`src/rtl/md_unit_pkg.sv`:
```
// Shared op codes, divider state encoding and op-class decode helpers for the
// multiply/divide unit and its controller.
package md_unit_pkg;

  localparam logic [3:0] MD_NONE  = 4'd0;
  localparam logic [3:0] MD_MULT  = 4'd1;
  localparam logic [3:0] MD_MULTU = 4'd2;
  localparam logic [3:0] MD_DIV   = 4'd3;
  localparam logic [3:0] MD_DIVU  = 4'd4;
  localparam logic [3:0] MD_MADD  = 4'd5;
  localparam logic [3:0] MD_MADDU = 4'd6;
  localparam logic [3:0] MD_MSUB  = 4'd7;
  localparam logic [3:0] MD_MSUBU = 4'd8;
  localparam logic [3:0] MD_MFHI  = 4'd9;
  localparam logic [3:0] MD_MFLO  = 4'd10;
  localparam logic [3:0] MD_MTHI  = 4'd11;
  localparam logic [3:0] MD_MTLO  = 4'd12;

  typedef enum logic [1:0] {
    DIV_IDLE,
    DIV_SETUP,
    DIV_ITER,
    DIV_FIX
  } div_state_e;

  function automatic logic is_mult(input logic [3:0] op);
    return op inside {MD_MULT, MD_MULTU, MD_MADD, MD_MADDU, MD_MSUB, MD_MSUBU};
  endfunction

  function automatic logic is_div(input logic [3:0] op);
    return op inside {MD_DIV, MD_DIVU};
  endfunction

  function automatic logic is_signed(input logic [3:0] op);
    return op inside {MD_MULT, MD_DIV, MD_MADD, MD_MSUB};
  endfunction

  function automatic logic is_acc(input logic [3:0] op);
    return op inside {MD_MADD, MD_MADDU, MD_MSUB, MD_MSUBU};
  endfunction

  function automatic logic is_sub(input logic [3:0] op);
    return op inside {MD_MSUB, MD_MSUBU};
  endfunction

endpackage

```
`src/rtl/md_unit_if.sv`:
```
// EX-stage request/response bundle between the pipeline (master) and the
// multiply/divide unit (slave).
interface md_unit_if #(
  parameter int WIDTH = 32,
  parameter int CNT_W = 8
);
  logic [WIDTH-1:0] A;
  logic [WIDTH-1:0] B;
  logic [3:0]       op;
  logic             cancel;
  logic [WIDTH-1:0] S;
  logic [CNT_W-1:0] count;
  logic             busy;

  modport master (output A, B, op, cancel, input S, count, busy);
  modport slave  (input A, B, op, cancel, output S, count, busy);
endinterface

```
`src/rtl/md_divider.sv`:
```
// Iterative restoring divider: one setup cycle, WIDTH shift/subtract cycles,
// then one sign-fix cycle during which done_o is high and results are valid.
module md_divider
  import md_unit_pkg::*;
#(
  parameter int WIDTH = 32
) (
  input  logic             clk,
  input  logic             reset,
  input  logic             start_i,
  input  logic             abort_i,
  input  logic             signed_i,
  input  logic [WIDTH-1:0] dividend_i,
  input  logic [WIDTH-1:0] divisor_i,
  output logic             done_o,
  output logic [WIDTH-1:0] quotient_o,
  output logic [WIDTH-1:0] remainder_o,
  output logic             div_by_zero_o
);

  localparam int IW = $clog2(WIDTH);

  div_state_e       stateQ, stateD;
  logic [WIDTH-1:0] dvdQ, dvdD;
  logic [WIDTH-1:0] dvsQ, dvsD;
  logic [WIDTH-1:0] remQ, remD;
  logic [IW-1:0]    iterQ, iterD;
  logic             signedQ, signedD;
  logic             negQuoQ, negQuoD;
  logic             negRemQ, negRemD;
  logic             dbzQ, dbzD;
  logic [WIDTH:0]   remShift;
  logic [WIDTH:0]   diff;

  // dvdQ holds the raw dividend until setup, then doubles as the quotient shift register.
  always_comb begin
    stateD   = stateQ;
    dvdD     = dvdQ;
    dvsD     = dvsQ;
    remD     = remQ;
    iterD    = iterQ;
    signedD  = signedQ;
    negQuoD  = negQuoQ;
    negRemD  = negRemQ;
    dbzD     = dbzQ;
    remShift = {remQ, dvdQ[WIDTH-1]};
    diff     = remShift - {1'b0, dvsQ};
    case (stateQ)
      DIV_IDLE: begin
        if (start_i) begin
          dvdD    = dividend_i;
          dvsD    = divisor_i;
          signedD = signed_i;
          stateD  = DIV_SETUP;
        end
      end
      DIV_SETUP: begin
        negQuoD = signedQ & (dvdQ[WIDTH-1] ^ dvsQ[WIDTH-1]);
        negRemD = signedQ & dvdQ[WIDTH-1];
        dbzD    = (dvsQ == '0);
        if (signedQ && dvdQ[WIDTH-1]) dvdD = -dvdQ;
        if (signedQ && dvsQ[WIDTH-1]) dvsD = -dvsQ;
        remD    = '0;
        iterD   = IW'(WIDTH - 1);
        stateD  = DIV_ITER;
      end
      DIV_ITER: begin
        if (!diff[WIDTH]) begin
          remD = diff[WIDTH-1:0];
          dvdD = {dvdQ[WIDTH-2:0], 1'b1};
        end else begin
          remD = remShift[WIDTH-1:0];
          dvdD = {dvdQ[WIDTH-2:0], 1'b0};
        end
        if (iterQ == '0) stateD = DIV_FIX;
        else             iterD  = iterQ - 1'b1;
      end
      DIV_FIX: stateD = DIV_IDLE;
      default: stateD = DIV_IDLE;
    endcase
    if (abort_i) stateD = DIV_IDLE;
  end

  always_ff @(posedge clk) begin
    if (reset) begin
      stateQ  <= DIV_IDLE;
      dvdQ    <= '0;
      dvsQ    <= '0;
      remQ    <= '0;
      iterQ   <= '0;
      signedQ <= 1'b0;
      negQuoQ <= 1'b0;
      negRemQ <= 1'b0;
      dbzQ    <= 1'b0;
    end else begin
      stateQ  <= stateD;
      dvdQ    <= dvdD;
      dvsQ    <= dvsD;
      remQ    <= remD;
      iterQ   <= iterD;
      signedQ <= signedD;
      negQuoQ <= negQuoD;
      negRemQ <= negRemD;
      dbzQ    <= dbzD;
    end
  end

  assign done_o        = (stateQ == DIV_FIX);
  assign quotient_o    = negQuoQ ? -dvdQ : dvdQ;
  assign remainder_o   = negRemQ ? -remQ : remQ;
  assign div_by_zero_o = dbzQ;

endmodule

```
`src/rtl/md_unit.sv`:
```
// Multiply/divide unit with architectural HI/LO; results land in HI/LO only on
// the edge where the in-flight countdown reaches zero.
module md_unit
  import md_unit_pkg::*;
#(
  parameter int WIDTH       = 32,
  parameter int MULT_CYCLES = 5,
  parameter int CNT_W       = 8
) (
  input  logic   clk,
  input  logic   reset,
  md_unit_if.slave bus
);

  localparam logic [CNT_W-1:0] MULT_LOAD = CNT_W'(MULT_CYCLES);
  localparam logic [CNT_W-1:0] DIV_LOAD  = CNT_W'(WIDTH + 2);

  logic [WIDTH-1:0]   hiQ, hiD;
  logic [WIDTH-1:0]   loQ, loD;
  logic [CNT_W-1:0]   countQ, countD;
  logic [2*WIDTH-1:0] prodQ, prodD;
  logic               isDivQ, isDivD;
  logic               accQ, accD;
  logic               subQ, subD;
  logic               launch;
  logic               opSigned;
  logic [2*WIDTH-1:0] aExt, bExt;
  logic [2*WIDTH-1:0] hiLo, multRes;
  logic               divDone, divDbz;
  logic [WIDTH-1:0]   divQuo, divRem;

  assign launch   = (is_mult(bus.op) | is_div(bus.op)) & (countQ == '0) & ~bus.cancel;
  assign opSigned = is_signed(bus.op);
  assign aExt     = {{WIDTH{opSigned & bus.A[WIDTH-1]}}, bus.A};
  assign bExt     = {{WIDTH{opSigned & bus.B[WIDTH-1]}}, bus.B};
  assign hiLo     = {hiQ, loQ};

  // Accumulate ops fold the product into HI/LO as they stand at commit, not at launch.
  always_comb begin
    if (!accQ)     multRes = prodQ;
    else if (subQ) multRes = hiLo - prodQ;
    else           multRes = hiLo + prodQ;
  end

  always_comb begin
    hiD    = hiQ;
    loD    = loQ;
    countD = countQ;
    prodD  = prodQ;
    isDivD = isDivQ;
    accD   = accQ;
    subD   = subQ;
    if (bus.cancel) begin
      countD = '0;
    end else if (countQ != '0) begin
      countD = countQ - 1'b1;
      if (countQ == CNT_W'(1)) begin
        if (!isDivQ) begin
          {hiD, loD} = multRes;
        end else if (divDone && !divDbz) begin
          hiD = divRem;
          loD = divQuo;
        end
      end
    end else if (launch) begin
      isDivD = is_div(bus.op);
      accD   = is_acc(bus.op);
      subD   = is_sub(bus.op);
      prodD  = aExt * bExt;
      countD = is_div(bus.op) ? DIV_LOAD : MULT_LOAD;
    end else if (bus.op == MD_MTHI) begin
      hiD = bus.A;
    end else if (bus.op == MD_MTLO) begin
      loD = bus.A;
    end
  end

  always_ff @(posedge clk) begin
    if (reset) begin
      hiQ    <= '0;
      loQ    <= '0;
      countQ <= '0;
      prodQ  <= '0;
      isDivQ <= 1'b0;
      accQ   <= 1'b0;
      subQ   <= 1'b0;
    end else begin
      hiQ    <= hiD;
      loQ    <= loD;
      countQ <= countD;
      prodQ  <= prodD;
      isDivQ <= isDivD;
      accQ   <= accD;
      subQ   <= subD;
    end
  end

  md_divider #(.WIDTH(WIDTH)) u_divider (
    .clk           (clk),
    .reset         (reset),
    .start_i       (launch & is_div(bus.op)),
    .abort_i       (bus.cancel),
    .signed_i      (opSigned),
    .dividend_i    (bus.A),
    .divisor_i     (bus.B),
    .done_o        (divDone),
    .quotient_o    (divQuo),
    .remainder_o   (divRem),
    .div_by_zero_o (divDbz)
  );

  assign bus.S     = (bus.op == MD_MFHI) ? hiQ : loQ;
  assign bus.count = countQ;
  assign bus.busy  = (countQ != '0) | launch;

endmodule

```
`src/flat_wrapper.sv`:
```
// flat-port wrapper written by rule: the top's interface ports become plain ports
module md_unit_flat import md_unit_pkg::*;
#(
  parameter int WIDTH       = 32,
  parameter int MULT_CYCLES = 5,
  parameter int CNT_W       = 8
)
  (clk, reset, bus_A, bus_B, bus_op, bus_cancel, bus_S, bus_count, bus_busy);
  md_unit_if #(.WIDTH(WIDTH), .CNT_W(CNT_W)) bus_i ();
  input  logic clk;
  input  logic reset;
  input wire logic [$bits(bus_i.A)-1:0] bus_A;
  input wire logic [$bits(bus_i.B)-1:0] bus_B;
  input wire logic [$bits(bus_i.op)-1:0] bus_op;
  input wire logic [$bits(bus_i.cancel)-1:0] bus_cancel;
  output wire logic [$bits(bus_i.S)-1:0] bus_S;
  output wire logic [$bits(bus_i.count)-1:0] bus_count;
  output wire logic [$bits(bus_i.busy)-1:0] bus_busy;
  assign bus_i.A = bus_A;
  assign bus_i.B = bus_B;
  assign bus_i.op = bus_op;
  assign bus_i.cancel = bus_cancel;
  assign bus_S = bus_i.S;
  assign bus_count = bus_i.count;
  assign bus_busy = bus_i.busy;
  md_unit #(.WIDTH(WIDTH), .MULT_CYCLES(MULT_CYCLES), .CNT_W(CNT_W)) u_core (.clk(clk), .reset(reset), .bus(bus_i));
endmodule
```
`config.mk`:
```
export PLATFORM = sky130hd
export DESIGN_NAME = md_unit_flat
export DESIGN_NICKNAME = d
export VERILOG_FILES = /design/src/rtl/md_unit_pkg.sv /design/src/rtl/md_unit_if.sv /design/src/rtl/md_divider.sv /design/src/rtl/md_unit.sv /design/src/flat_wrapper.sv
export SDC_FILE = /design/constraint.sdc
export NUM_CORES = 2
export LEC_CHECK = 0
export CAP_MARGIN = 20
export CORE_MARGIN = 2
export CORE_UTILIZATION = 40
export CTS_CLUSTER_DIAMETER = 50
export CTS_CLUSTER_SIZE = 12
export DETAILED_ROUTE_END_ITERATION = 7
export GPL_ROUTABILITY_DRIVEN = 0
export SKIP_LAST_GASP = 1
export SYNTH_ARGS = -nofsm -noshare
export SYNTH_HDL_FRONTEND = slang
export SYNTH_SLANG_ARGS = --single-unit
```
`constraint.sdc`:
```
create_clock -name clk -period 8.21 [get_ports clk]
set_input_delay 0.821 -clock clk [delete_from_list [all_inputs] [get_ports clk]]
set_output_delay 0.821 -clock clk [all_outputs]
set_load 0.03 [all_outputs]
```
==> metrics.txt <==
Final ANT Viol Nets=0; starting density of the core=40.15%; Hold Vio Cnt, Final=0; # Max-Cap Violations=0; CP endpoint kind=flip-flop; Iter 0 DRT Violations=about 4700; vias per cell=about 5.5; Finished Layout Cells=9283; final instance area=roughly 67000 sq um; number of fill cells=about 14000; Seq/Total Area, Yosys=~8.4%; Synth area leaders=fa_1 39%, dfxtp_1 8.4%, inv_1 7.9%; post-layout util=a little under half; maximum clock frequency=approximately 0.12 GHz; post-synthesis register bit count=approximately 250; share of cells above drive strength 1=between 10% and 20%; Hold WC Path Type=reg2reg; first-pass GRT wire length=between 300 and 400 mm; HPWL Detailed=about 160 mm; synthesized area=a little under 60000 sq um; via count=approximately 51000; total routed wirelength=203.9 mm; Chip Width=roughly 390 um; largest net degree at the start of global routing=91; slew at the pin closest to its max-slew limit=roughly 1.1 ns; Max clock buf depth=3; TritonCTS Sinks=around 250; peak fanout along the critical path=13; most numerous cell in the Yosys netlist=inv_1; shortest period the worst path allows=about 8.1 ns; Wirelength per Cell=21.96 um; Setup CP Type=in2reg; synth unique cells=91; net count after synthesis=~8600; chip height=approximately 390 um; met2 WL=between 90 and 100 mm; CTS clk-pin slew, worst paths=0.06 ns; core area=~150000 sq um; status=finished, final reports clean; Max Slew Vio Count=0; ys flop type=dfxtp_1; crit path launch type=primary input; clk_lat worst skew=approximately 0.56 ns; gr usage total=between 20% and 30%; Inst Count DP=slightly above 9000; Tcrit/Tclk final=approximately 100%; Yosys warnings=0; Highest Signal Layer=met5; port bufs=about 110; I/O pin total=112; Data arrival, critical path=around 8.5 ns; wl on met1=~87 mm; Post-route DRC=0; grt ovf=0; RSZ-0062 raised after global routing=yes; DRT Pass-1 Iters=7; Mapped Avg Cell Area=8.236 sq um; asr flop ratio synth=0%; initial antenna violation count=13; Cell Area, Placed=about 65000 sq um; TritonCTS clock tree=yes; worst path required time=8.63 ns; WL met3=19.77 mm; Post-synth top cells=1234 x inv_1, 1127 x fa_1, 1104 x nand2_1, 428 x clkbuf_1, 413 x a21oi_1; post-synth top area share=around two fifths; Synth area leader=fa_1; final clock skew=0.02180 ns; # rows=140; CTS hold repair buffers=0; Mapped Cells=just over 7000; vias in the first global route=~51000; # nets final=about 8900; Inserted Clock Buffers=35; Setup-failing EPs final=0; CTS H-tree lvls=2; clock root cell=clkbuf_16; Layout area overhead=15.08%; Die ar.=roughly 150000 sq um; max_slew headroom=~28%; number of flops mapped to enable cells by yosys=0
-- sequential cells by signal, summed over array words and instances, names as in the netlist, 2 cells and up --
name / cells
u_core.u_divider.remQ: 32
u_core.loQ: 32
u_core.u_divider.stateQ: 2
u_core.prodQ: 64
u_core.hiQ: 32
u_core.u_divider.iterQ: 5
u_core.u_divider.dvsQ: 32
u_core.u_divider.dvdQ: 32
u_core.bus.count: 8
-- final cells by class --
cell class / count / area, sq um / share of cell area [%]
timing repair buffer: 675 / 6364 / 9.486
sequential: 246 / 4931 / 7.350
tap: 1917 / 2399 / 3.575
inverter: 1236 / 4646 / 6.925
multi-input combinational: 5142 / 47570 / 70.91
antenna: 6 / 15.01 / 0.02238
clock inverter: 20 / 212.7 / 0.3171
clock buffer: 41 / 948.4 / 1.414
-- per-stage QoR --
step                      setup slack (ns)  setup TNS (ns)  hold slack (ns)
after floorplan                    -0.1784         -0.1930           0.4358
after global placement             -0.8850          -16.35           0.4580
after detailed placement           -0.9062          -17.93           0.4612
after CTS                        0.0003322               0           0.4691
after global routing              -0.09848         -0.1632           0.4937
final                               0.1049               0           0.4712
-- repair_timing --
action	CTS	global route
cloned	1	12
pin swaps	42	75
buffers inserted	15	11
endpoints found under the setup margin	19	21
gates resized for setup	44	114
-- cells by family after synthesis --
logic type | Yosys count | synth area share (%)
AOI/OAI and AO/OA | 1147 | 12.15
xor gates and xnor gates | 281 | 4.222
adders and majority gates | 1446 | 45.55
buffers and inverters | 1690 | 10.91
DFF | 246 | 8.448
muxes | 77 | 1.404
and+or+nand+nor | 2191 | 17.32
-- layout by cell type (no fill, tap or decap), types with 14 or more instances in the layout --
| cell type | instances |
|---|---|
| nor2_1 | 326 |
| nor3_1 | 74 |
| ha_1 | 307 |
| xor2_1 | 89 |
| a31oi_1 | 37 |
| nor4_1 | 20 |
| nand4_1 | 26 |
| buf_2 | 35 |
| o21ai_0 | 237 |
| a211oi_1 | 99 |
| a21oi_1 | 394 |
| buf_12 | 77 |
| nand3_1 | 68 |
| o31ai_1 | 32 |
| mux2i_1 | 39 |
| nor2b_1 | 39 |
| or3_1 | 37 |
| and2_1 | 308 |
| nand2_1 | 1099 |
| inv_1 | 1221 |
| a21o_1 | 109 |
| clkbuf_16 | 47 |
| fa_1 | 1114 |
| mux2_2 | 38 |
| xnor2_1 | 192 |
| o21a_1 | 17 |
| buf_4 | 463 |
| buf_6 | 14 |
| and3_1 | 71 |
| o211ai_1 | 30 |
| clkdlybuf4s50_1 | 55 |
| nand2b_1 | 30 |
| dfxtp_1 | 243 |
-- path summary, 6_finish.rpt --
check,from,end,slack [ns],cells after the start
max,bus_A[20],u_core.prodQ[63],0.10,27
min,u_core.u_divider.iterQ[0],u_core.u_divider.iterQ[0],0.47,1
max reg2reg,u_core.prodQ[2],u_core.hiQ[22],1.60,20
min reg2reg,u_core.u_divider.iterQ[0],u_core.u_divider.iterQ[0],0.47,1
-- layer usage --
layer	track usage, %	up-vias
met5	0	-
met4	6.276	10
li1	-	22631
met1	38.13	25646
met2	42.16	2182
met3	4.023	278
-- worst max-delay path, cell delays in order --
cell and delay (ns):
buf_2 0.45, buf_4 0.24, nand2_1 0.08, fa_1 0.54, inv_1 0.06, fa_1 0.52, inv_1 0.06, fa_1 0.52
fa_1 0.60, fa_2 0.47, fa_1 0.57, fa_1 0.43, fa_1 0.50, inv_2 0.05, ha_4 0.21, a21o_1 0.15
a21o_1 0.20, a221oi_2 0.30, o21ai_1 0.12, a221o_1 0.34, a31o_4 0.23, a21oi_4 0.20, a31oi_4 0.11, a221o_1 0.34
a21oi_2 0.15, xnor2_1 0.14, a21oi_1 0.08
Power is not shown: default switching activity piles up to over one toggle a cycle in this logic, so the estimate is an artifact.
